`src/rtl/rv_fetch_pkg.sv`:
```
// Shared fetch-stage types and constants: FSM encoding, instruction width, reset NOP.
package rv_fetch_pkg;

   localparam int ILEN = 32;
   localparam logic [ILEN-1:0] NOP_INSTR = 32'h0000_0013;

   typedef enum logic [1:0] {
      RUN,
      WAIT,
      DROP
   } fetch_state_t;

endpackage

```
`src/rtl/instr_fetch_unit_if.sv`:
```
// Instruction-memory req/gnt/rvalid bus and fetch-to-core valid/ready bus.
interface imem_if #(parameter int XLEN = 32);
   import rv_fetch_pkg::*;

   logic            req;
   logic [XLEN-1:0] addr;
   logic            gnt;
   logic            rvalid;
   logic [ILEN-1:0] rdata;

   modport master (output req, addr, input gnt, rvalid, rdata);
   modport slave  (input req, addr, output gnt, rvalid, rdata);
endinterface

interface fetch_if #(parameter int XLEN = 32);
   import rv_fetch_pkg::*;

   logic            valid;
   logic            ready;
   logic [XLEN-1:0] pc;
   logic [ILEN-1:0] instr;

   modport master (output valid, pc, instr, input ready);
   modport slave  (input valid, pc, instr, output ready);
endinterface

```
`src/rtl/instr_fetch_unit_fifo.sv`:
```
// Prefetch buffer: registered write, combinational head, sync flush; 1-cycle push-to-visible.
// Push while full is taken only together with a pop; pop while empty is ignored.
module fetch_fifo #(
   parameter int WIDTH = 64,
   parameter int DEPTH = 4
) (
   input  logic                   clk,
   input  logic                   rst_n,
   input  logic                   flush,
   input  logic                   push,
   input  logic [WIDTH-1:0]       push_dat,
   input  logic                   pop,
   output logic [WIDTH-1:0]       pop_dat,
   output logic                   full,
   output logic                   empty,
   output logic [$clog2(DEPTH):0] count
);
   localparam int AW = $clog2(DEPTH);
   localparam int CW = AW + 1;

   logic [WIDTH-1:0] mem [DEPTH];
   logic [AW-1:0]    wr_ptr;
   logic [AW-1:0]    rd_ptr;
   logic [CW-1:0]    cnt_q;
   logic             do_push;
   logic             do_pop;

   assign full    = (cnt_q == CW'(DEPTH));
   assign empty   = (cnt_q == '0);
   assign count   = cnt_q;
   assign do_pop  = pop & ~empty;
   assign do_push = push & (~full | pop);
   assign pop_dat = mem[rd_ptr];

   always_ff @(posedge clk or negedge rst_n) begin
      if (!rst_n) begin
         wr_ptr <= '0;
         rd_ptr <= '0;
         cnt_q  <= '0;
      end else if (flush) begin
         wr_ptr <= '0;
         rd_ptr <= '0;
         cnt_q  <= '0;
      end else begin
         if (do_push) wr_ptr <= wr_ptr + AW'(1);
         if (do_pop)  rd_ptr <= rd_ptr + AW'(1);
         cnt_q <= cnt_q + CW'(do_push) - CW'(do_pop);
      end
   end

   // Storage needs no reset: only entries covered by cnt_q are ever presented.
   always_ff @(posedge clk) begin
      if (do_push && !flush) mem[wr_ptr] <= push_dat;
   end

endmodule

```
`src/rtl/instr_fetch_unit.sv`:
```
// Fetch stage: PC owner, one-outstanding imem reads into a prefetch FIFO; rvalid->fetch_valid 1 cycle.
// Requests stop while buffered+in-flight words fill the FIFO; FETCH_MISALIGN_CHECK_EN adds fetch_misalign.
module instr_fetch_unit
   import rv_fetch_pkg::*;
#(
   parameter int              XLEN       = 32,
   parameter logic [XLEN-1:0] RESET_PC   = '0,
   parameter int              FIFO_DEPTH = 4
) (
   input  logic            clk,
   input  logic            rst_n,
   imem_if.master          imem,
   fetch_if.master         fetch,
   input  logic            redirect_valid,
   input  logic [XLEN-1:0] redirect_pc
`ifdef FETCH_MISALIGN_CHECK_EN
   ,
   output logic            fetch_misalign
`endif
);
   localparam int CW = $clog2(FIFO_DEPTH) + 1;
   localparam logic [CW-1:0] DEPTH_C = CW'(FIFO_DEPTH);

   typedef struct packed {
      logic [XLEN-1:0] pc;
      logic [ILEN-1:0] instr;
   } fetch_entry_t;

   fetch_state_t    state_q;
   logic [XLEN-1:0] pc_q;
   logic [XLEN-1:0] tgt_pc;
   logic            req_q;
   logic            issued;
   logic            busy_after;
   logic            credit;
   logic            idle_nxt;
   logic            push;
   logic            pop;
   logic            empty;
   logic            fifo_full_unused;
   logic [CW-1:0]   count;
   logic [CW-1:0]   count_nxt;
   fetch_entry_t    push_dat;
   fetch_entry_t    head;

   assign tgt_pc = {redirect_pc[XLEN-1:2], 2'b00};
   assign issued = req_q & imem.gnt;
   assign pop    = ~empty & fetch.ready;
   assign push   = imem.rvalid & (state_q == WAIT) & ~redirect_valid;
   // pc_q already stepped past the word in flight when it was granted.
   assign push_dat  = '{pc: pc_q - XLEN'(4), instr: imem.rdata};
   assign count_nxt = redirect_valid ? '0 : count + CW'(push) - CW'(pop);
   assign credit    = (count_nxt < DEPTH_C) & ~idle_nxt;

   // A read is still owed after this edge unless its rvalid lands in this very cycle.
   assign busy_after = ((state_q == WAIT || state_q == DROP) && !imem.rvalid) || issued;

`ifdef FETCH_MISALIGN_CHECK_EN
   logic misalign_q;

   always_ff @(posedge clk or negedge rst_n) begin
      if (!rst_n)              misalign_q <= 1'b0;
      else if (redirect_valid) misalign_q <= |redirect_pc[1:0];
   end

   assign fetch_misalign = misalign_q;
   assign idle_nxt       = redirect_valid ? |redirect_pc[1:0] : misalign_q;
`else
   logic unused_lsb;
   assign unused_lsb = ^redirect_pc[1:0];
   assign idle_nxt   = 1'b0;
`endif

   always_ff @(posedge clk or negedge rst_n) begin
      if (!rst_n) begin
         state_q <= RUN;
         pc_q    <= RESET_PC;
         req_q   <= 1'b0;
      end else if (redirect_valid) begin
         pc_q    <= tgt_pc;
         req_q   <= 1'b0;
         state_q <= busy_after ? DROP : RUN;
      end else begin
         case (state_q)
            RUN: begin
               if (issued) begin
                  pc_q    <= pc_q + XLEN'(4);
                  req_q   <= 1'b0;
                  state_q <= WAIT;
               end else begin
                  req_q <= credit;
               end
            end
            WAIT, DROP: begin
               if (imem.rvalid) begin
                  state_q <= RUN;
                  req_q   <= credit;
               end
            end
            default: begin
               state_q <= RUN;
               req_q   <= 1'b0;
            end
         endcase
      end
   end

   fetch_fifo #(
      .WIDTH ($bits(fetch_entry_t)),
      .DEPTH (FIFO_DEPTH)
   ) u_fifo (
      .clk      (clk),
      .rst_n    (rst_n),
      .flush    (redirect_valid),
      .push     (push),
      .push_dat (push_dat),
      .pop      (pop),
      .pop_dat  (head),
      .full     (fifo_full_unused),
      .empty    (empty),
      .count    (count)
   );

   assign imem.req    = req_q;
   assign imem.addr   = pc_q;
   assign fetch.valid = ~empty;
   assign fetch.pc    = empty ? '0 : head.pc;
   assign fetch.instr = empty ? NOP_INSTR : head.instr;

endmodule

```
`src/flat_wrapper.sv`:
```
// flat-port wrapper written by rule: the top's interface ports become plain ports
module instr_fetch_unit_flat import rv_fetch_pkg::*;
#(
   parameter int              XLEN       = 32,
   parameter logic [XLEN-1:0] RESET_PC   = '0,
   parameter int              FIFO_DEPTH = 4
)
  (clk, rst_n, redirect_valid, redirect_pc, imem_req, imem_addr, imem_gnt, imem_rvalid, imem_rdata, fetch_valid, fetch_pc, fetch_instr, fetch_ready);
  imem_if #(.XLEN(XLEN)) imem_i ();
  fetch_if #(.XLEN(XLEN)) fetch_i ();
  input  logic clk;
  input  logic rst_n;
  input  logic redirect_valid;
  input  logic [XLEN-1:0] redirect_pc;
  output wire logic [$bits(imem_i.req)-1:0] imem_req;
  output wire logic [$bits(imem_i.addr)-1:0] imem_addr;
  input wire logic [$bits(imem_i.gnt)-1:0] imem_gnt;
  input wire logic [$bits(imem_i.rvalid)-1:0] imem_rvalid;
  input wire logic [$bits(imem_i.rdata)-1:0] imem_rdata;
  output wire logic [$bits(fetch_i.valid)-1:0] fetch_valid;
  output wire logic [$bits(fetch_i.pc)-1:0] fetch_pc;
  output wire logic [$bits(fetch_i.instr)-1:0] fetch_instr;
  input wire logic [$bits(fetch_i.ready)-1:0] fetch_ready;
  assign imem_req = imem_i.req;
  assign imem_addr = imem_i.addr;
  assign imem_i.gnt = imem_gnt;
  assign imem_i.rvalid = imem_rvalid;
  assign imem_i.rdata = imem_rdata;
  assign fetch_valid = fetch_i.valid;
  assign fetch_pc = fetch_i.pc;
  assign fetch_instr = fetch_i.instr;
  assign fetch_i.ready = fetch_ready;
  instr_fetch_unit #(.XLEN(XLEN), .RESET_PC(RESET_PC), .FIFO_DEPTH(FIFO_DEPTH)) u_core (.clk(clk), .rst_n(rst_n), .imem(imem_i), .fetch(fetch_i), .redirect_valid(redirect_valid), .redirect_pc(redirect_pc));
endmodule
```
`config.mk`:
```
export PLATFORM = sky130hd
export DESIGN_NAME = instr_fetch_unit_flat
export DESIGN_NICKNAME = d
export VERILOG_FILES = /design/src/rtl/rv_fetch_pkg.sv /design/src/rtl/instr_fetch_unit_if.sv /design/src/rtl/instr_fetch_unit_fifo.sv /design/src/rtl/instr_fetch_unit.sv /design/src/flat_wrapper.sv
export SDC_FILE = /design/constraint.sdc
export NUM_CORES = 1
export LEC_CHECK = 0
export CAP_MARGIN = 20
export CORE_ASPECT_RATIO = 0.75
export CORE_UTILIZATION = 55
export DETAILED_ROUTE_END_ITERATION = 7
export PLACE_DENSITY_LB_ADDON = 0.1
export SETUP_SLACK_MARGIN = 0.3
export SLEW_MARGIN = 15
export SYNTH_ARGS = -nofsm -noshare
export SYNTH_HDL_FRONTEND = slang
export SYNTH_SLANG_ARGS = --single-unit
export TNS_END_PERCENT = 1
```
`constraint.sdc`:
```
create_clock -name clk -period 4.25 [get_ports clk]
set_clock_uncertainty 0.1 [all_clocks]
set_input_delay 1.0625 -clock clk [delete_from_list [all_inputs] [get_ports clk]]
set_output_delay 1.0625 -clock clk [all_outputs]
set_load 0.005 [all_outputs]
```
======== Word-level counts from Yosys, hierarchy flattened ========
Memory sizes are Yosys's and may differ from the RTL's.
Index checks and enable logic that the tools add are counted.
W data, S select, Z words.
storage, ports and cells
  output and inout port bits .............. 98
  word-level logic and storage cells ...... 68
  register bits after elaboration ......... 42
  bits in writable memories ............... 256
  memories ................................ 1
  bits of input ports ..................... 70
memory list
  name               depth  width  read ports  clocked after memory_dff  write ports  line                         text
  u_core.u_fifo.mem  4      64     1           0                         1            instr_fetch_unit_fifo.sv:21  logic [WIDTH-1:0] mem [DEPTH];
cells by class
  magnitude comparators ................... 1
  add/subtract/negate cells ............... 8
  bitwise operators ....................... 10
  multiplexer cells ....................... 22
  reduce and logical (&&, ||, !) cells .... 15
  equal/unequal tests ..................... 5
operators with widths
  cell                     count
  $mux W32                 5
  $add A32 B3 Y32 const B  1
  $sub A32 B3 Y32 const B  1
  $mux W2                  8
  $reduce_bool A2 Y1       4
  $add A3 B1 Y3            2
  $and A1 B1 Y1            6
  $mux W3                  2
  $sub A3 B1 Y3            2
  $mux W1                  5
  $add A2 B1 Y2 const B    2
  $pmux W2 S2              1
  $reduce_and A2 Y1        2
  $eq A3 B3 Y1 const B     1
  $logic_not A3 Y1         1
  $lt A3 B3 Y1 const B     1
  $ne A3 B2 Y1 const B     1
  $ne A3 B3 Y1 const B     1
  $not A1 Y1               3
  $eq A2 B1 Y1 const B     1
  $eq A2 B2 Y1 const B     1
  $logic_and A1 B1 Y1      2
  $logic_not A1 Y1         2
  $logic_not A2 Y1         1
  other kinds (4)          5

======== Longest topological paths before layout ========
Gate-level depths: netlist of the first run.
  depth in word-level cells ............... 10
  depth in mapped cells ................... 12
  mapped depth without buffers ............ 12

======== By module ========
Synthesis of the first run repeated with hierarchy kept, for this count alone.
unflattened totals
  cell total of the unflattened synthesis .. 798
  area, all modules ....................... 12923.6 um2
modules (own cells, without submodules)
  module            seq. area each (um2)  instances  area each (um2)  cells each
  fetch_fifo        7862.5                1          9690.5           382
  instr_fetch_unit  825.8                 1          3233.1           416

======== Least setup slack after synthesis of the first run ========
No wires, ideal clock.
  path kind ............................... input-to-reg
  start point ............................. in redirect_valid
  end point ............................... mem u_core.u_fifo.mem[0][0] (enable)
  required time ........................... 3724 ps
  arrival time ............................ 3017 ps
  buffers on the path ..................... 0
  stages .................................. 3
  setup time .............................. 426 ps
  path slack .............................. 706 ps
  cells stage by stage .................... nand3b_1 -> nor2_1 -> and2_1
on the way
  longest elaborated chain between the ends .. 6
  elaborated cells between the ends (all ways) .. 7
  those cells by class .................... mux (2); bitwise (3); reduce/logical (2)
RTL lines
  what                             line                         text
  from (decl)                      flat_wrapper.sv:13           input logic redirect_valid;
  $not A1 Y1                       instr_fetch_unit.sv:49       assign push = imem.rvalid & (state_q == WAIT) & ~redirect_valid;
  $and A1 B1 Y1                    instr_fetch_unit.sv:49
  $and A1 B1 Y1                    instr_fetch_unit_fifo.sv:32  assign do_push = push & (~full | pop);
  $logic_and A1 B1 Y1 *            instr_fetch_unit_fifo.sv:53  if (do_push && !flush) mem[wr_ptr] <= push_dat;
  $mux W1 *                        instr_fetch_unit_fifo.sv:53
  $mux W1 (not written as such) *  instr_fetch_unit_fifo.sv:53
  to (decl)                        instr_fetch_unit_fifo.sv:21
Mark *: on every way between the ends. The rest lies on a longest branch, timed or not.

======== Worst setup path after layout of the first run ========
  start point ............................. reg u_core.u_fifo.rd_ptr[0]
  end point ............................... out fetch_pc[11]
on the way
  longest elaborated chain between the ends .. 2
RTL lines
  what                    line                         text
  from (decl)             instr_fetch_unit_fifo.sv:23  logic [AW-1:0] rd_ptr;
  from (signal assigned)  instr_fetch_unit_fifo.sv:46  if (do_pop) rd_ptr <= rd_ptr + AW'(1);
  $mem_v2 Z4 W64          --
  $mux W32                instr_fetch_unit.sv:127      assign fetch.pc = empty ? '0 : head.pc;
  to (decl)               flat_wrapper.sv:21           output wire logic [$bits(fetch_i.pc)-1:0] fetch_pc;
No other way between the ends.

==> metrics.json, run 1 <==
{
  "nets": 1034,
  "core_region_area_mm2": 0.0222,
  "holdBufCountCts": 0,
  "timing.critical_path.slowest_stage_cell": "dfrtp_4",
  "routabilityCongestion": 0.832,
  "timing.critical_path.to_type": "output port",
  "critical_path.reg2reg.startpoint": "u_core.imem.addr[2]$_DFFE_PN0P_",
  "ff2ff_setup_slack_ns": 1.10,
  "post-route-period-util_pct": 89.9,
  "synth-seq-cells": 288,
  "globalRoute.totalOverflow": 0,
  "die_x_um": 176,
  "synth_top_area_share_pct": 59.3,
  "post_route_cells_drive_above_1_share_pct": 14.2,
  "worst-slew-pin-transition_ns": 0.983,
  "antenna_cells_inserted": 0,
  "crit_required_ns": 3.09,
  "final.fill_count": 1482,
  "power.ir.vdd_worst_mv": 0.302,
  "fmaxAchievable_mhz": 262,
  "cts_inserted_buffers": 27,
  "cts.htree.levels": 1,
  "routed-via-count": 7534,
  "report.final.hold_viol_count": 0,
  "timing.final.crit_period_ns": 3.82,
  "cts.sinks": 288,
  "critPathBufInv": 2,
  "synth_top_cell_by_area": "edfxtp_1",
  "post_synth_instance_area_mm2": 0.0125,
  "run_status": "completed",
  "static-leakage-power_nw": 5.01,
  "synth_warnings": 0,
  "slowest_delay_ns": 0.66,
  "startpoint_type": "register",
  "crit_fanout": 15,
  "synthToLayoutAreaGrowth_pct": 22.3,
  "route.detailed.vias_per_inst": 5.96,
  "drt-total-wl_mm": 27.2,
  "synthFlopType": "edfxtp_1",
  "die-area_mm2": 0.0234,
  "layout.core_utilization_pct": 69.1,
  "avgRoutedWirePerCell_um": 21.5,
  "synth.lib_cells_used.distinct": 48,
  "detail_route.first_pass.iterations": 5,
  "initial_core_util_pct": 56.5,
  "rsz0062_at_grt": "yes",
  "hold_end": "u_core.u_fifo.wr_ptr[0]$_DFFE_PN0P_",
  "crit_path_cell_trace": "buf_4 -> mux4_2 -> and2_1 -> clkdlybuf4s50_1",
  "port-buffer-count": 161,
  "floorplan.rows": 47,
  "power-per-cell-area_mw_per_mm2": 518,
  "dp_hpwl_mm": 17.6,
  "grt_pass1_vias": 7594,
  "synth_enable_flop_cells": 248,
  "initialDrtViolationCount": 713,
  "worstSetupPathType": "reg2out",
  "ioPinCount": 168,
  "worst_min_delay_path_startpoint": "u_core.u_fifo.wr_ptr[0]$_DFFE_PN0P_",
  "worst_slew_margin_rel_pct": 34.4,
  "final_max_slew_viol_count": 0,
  "clk_root_buffer_cell": "clkbuf_16",
  "synth.avg_cell_area_um2": 15.8,
  "postSynthCellCount": 794,
  "globalRouteTotalUtil_pct": 23.6,
  "drc_errors": 0,
  "grt_pass1_wl_mm": 42.4,
  "finalSetupTns_ns": 0,
  "antenna_violating_nets_post_route": 0,
  "worst-endpoint-arrival_ns": 2.66,
  "clk_transition_reported_paths_ns": 0.06,
  "antenna_violations_before_repair": 0,
  "r2r_cells": 6,
  "synth.area.top_cells": "edfxtp_1 (59%), mux4_2 (11%), dfrtp_1 (8.0%)",
  "largest_net_degree_at_the_start_of_global_routing": 63,
  "clock_latency_ns": 0.54,
  "hold_path_class": "reg2reg",
  "cp_top_family": "buffers and inverters",
  "cts.path.max_buffers": 3,
  "min_delay_path_depth": 1,
  "die_height_um": 133,
  "maxCapViolations": 0,
  "crit-reg2reg-capture": "u_core.u_fifo.mem[2][48]$_DFFE_PP_",
  "ys_seq_area_share_pct": 67.3,
  "finalSetupViolations": 0,
  "cts_tree": "done",
  "synthArstFlopShare_pct": 13.9
}
==> sequential cells by signal, indices dropped and copies added, names as in the netlist <==
name and cells:
u_core.u_fifo.wr_ptr 2, u_core.imem.req 1, u_core.u_fifo.rd_ptr 2, u_core.u_fifo.count 3, u_core.imem.addr 30, u_core.state_q 2, u_core.u_fifo.mem 248
==> worst max-delay path by stage <==
stage | startpoint | to | slack (ns) | cells after the start
after floorplan | redirect_valid | u_core.u_fifo.mem[0][0]$_DFFE_PP_ | 0.71 | 3
after global placement | imem_rvalid | u_core.u_fifo.count[2]$_DFF_PN0_ | 0.69 | 11
after detailed placement | imem_rvalid | u_core.u_fifo.count[2]$_DFF_PN0_ | 0.59 | 11
after CTS | u_core.u_fifo.count[1]$_DFF_PN0_ | fetch_pc[15] | 0.34 | 5
after global routing | u_core.u_fifo.rd_ptr[0]$_DFFE_PN0P_ | fetch_pc[11] | 0.29 | 4
final | u_core.u_fifo.rd_ptr[0]$_DFFE_PN0P_ | fetch_pc[11] | 0.43 | 4
==> synth_stat cells (all sizes together) (12+ instances only) <==
library cell  instances
a31oi                13
and2                 65
buf                  21
clkbuf               33
dfrtp                40
edfxtp              248
ha                   13
inv                  23
mux4                 62
nand2                35
nand3                32
nand4                13
nor2                 31
nor4                 12
o21ai                20
o31ai                13
or4                  24
xnor2                28
xor2                 12
==> what timing repair did <==
action                                  CTS  global route
hold endpoints to repair                  0             0
setup buffers                             1             0
gates resized for setup                   0             1
endpoints found under the setup margin   39            38
==> metal layers <==
metal | GRT usage [%] | share of wire, %
met5 | 0 | 0
met4 | 5.32 | 1.4
met3 | 3.56 | 7.0
met2 | 37.6 | 47
met1 | 35.0 | 44
==> cell type report <==
| class | count | area (µm²) | area share [%] |
|---|---|---|---|
| clock buffers | 31 | 691 | 4.50 |
| repair buffers | 178 | 1830 | 11.9 |
| well taps | 294 | 368 | 2.40 |
| clock inverters | 18 | 121 | 0.791 |
| inverters | 23 | 86.3 | 0.562 |
| flip-flops and latches | 288 | 8450 | 55.1 |
| multi-input cells | 432 | 3800 | 24.7 |
==> where the power goes <==
group / internal, mW / switching [mW]
registers: 3.18 / 0.170
clock network: 1.23 / 1.01
logic: 1.39 / 0.974
total: 5.80 / 2.15
==> stage by stage <==
step	setup WS [ns]	hold WS (ns)	area [µm²]	power, mW	instances
finish	0.427	0.454	15400	7.95	1264
global route	0.288	0.483	15400	8.31	1264
CTS	0.344	0.465	15300	8.02	1264
detailed placement	0.586	0.449	14500	5.77	1214
global placement	0.694	0.407	14500	5.72	1214
floorplan	0.706	0.391	12600	4.56	797
==> kinds of logic after synthesis <==
group / count (synthesis) / synth area share, %
flops: 288 / 67.3
fa+ha+maj: 14 / 1.46
mux: 63 / 11.2
other cells: 1 / 0.0299
xor+xnor: 40 / 2.79
compound gates: 58 / 2.98
buf+inv: 77 / 2.58
simple gates: 253 / 11.6
==> layout by cell type, fill, tap and decap left out, types with 4 or more instances in the layout <==
| master | synthesis | layout |
|---|---|---|
| edfxtp_1 | 248 | 248 |
| dfrtp_1 | 40 | 38 |
| and2_1 | 65 | 61 |
| or2_2 | 7 | 7 |
| nor4_1 | 10 | 10 |
| and2_2 | 0 | 4 |
| xnor2_1 | 28 | 28 |
| mux4_2 | 62 | 62 |
| conb_1 | 1 | 4 |
| clkinv_2 | 0 | 8 |
| and3_1 | 4 | 4 |
| clkinv_1 | 0 | 5 |
| nor3_1 | 6 | 5 |
| buf_4 | 5 | 9 |
| a31oi_1 | 13 | 13 |
| nand4_1 | 12 | 12 |
| nand3_1 | 32 | 32 |
| nand2_1 | 35 | 35 |
| clkdlybuf4s50_1 | 0 | 160 |
| clkbuf_1 | 33 | 4 |
| clkbuf_16 | 0 | 27 |
| ha_1 | 13 | 13 |
| o31ai_1 | 13 | 13 |
| nor2_1 | 31 | 31 |
| xor2_1 | 12 | 12 |
| or3_1 | 5 | 5 |
| or4_1 | 24 | 24 |
| o21ai_0 | 20 | 20 |
| inv_1 | 23 | 23 |
| buf_12 | 0 | 8 |
Note: power is estimated with default switching activity, not from simulation.
==> run 2: changes to the inputs <==
--- a/config.mk
+++ b/config.mk
@@ -11,6 +11,7 @@
 export DETAILED_ROUTE_END_ITERATION = 7
 export PLACE_DENSITY_LB_ADDON = 0.1
 export SETUP_SLACK_MARGIN = 0.3
+export SKIP_LAST_GASP = 1
 export SLEW_MARGIN = 15
 export SYNTH_ARGS = -nofsm -noshare
 export SYNTH_HDL_FRONTEND = slang
==> results of run 2 <==
No change in the layout: final DEF, timing and power equal those of run 1.
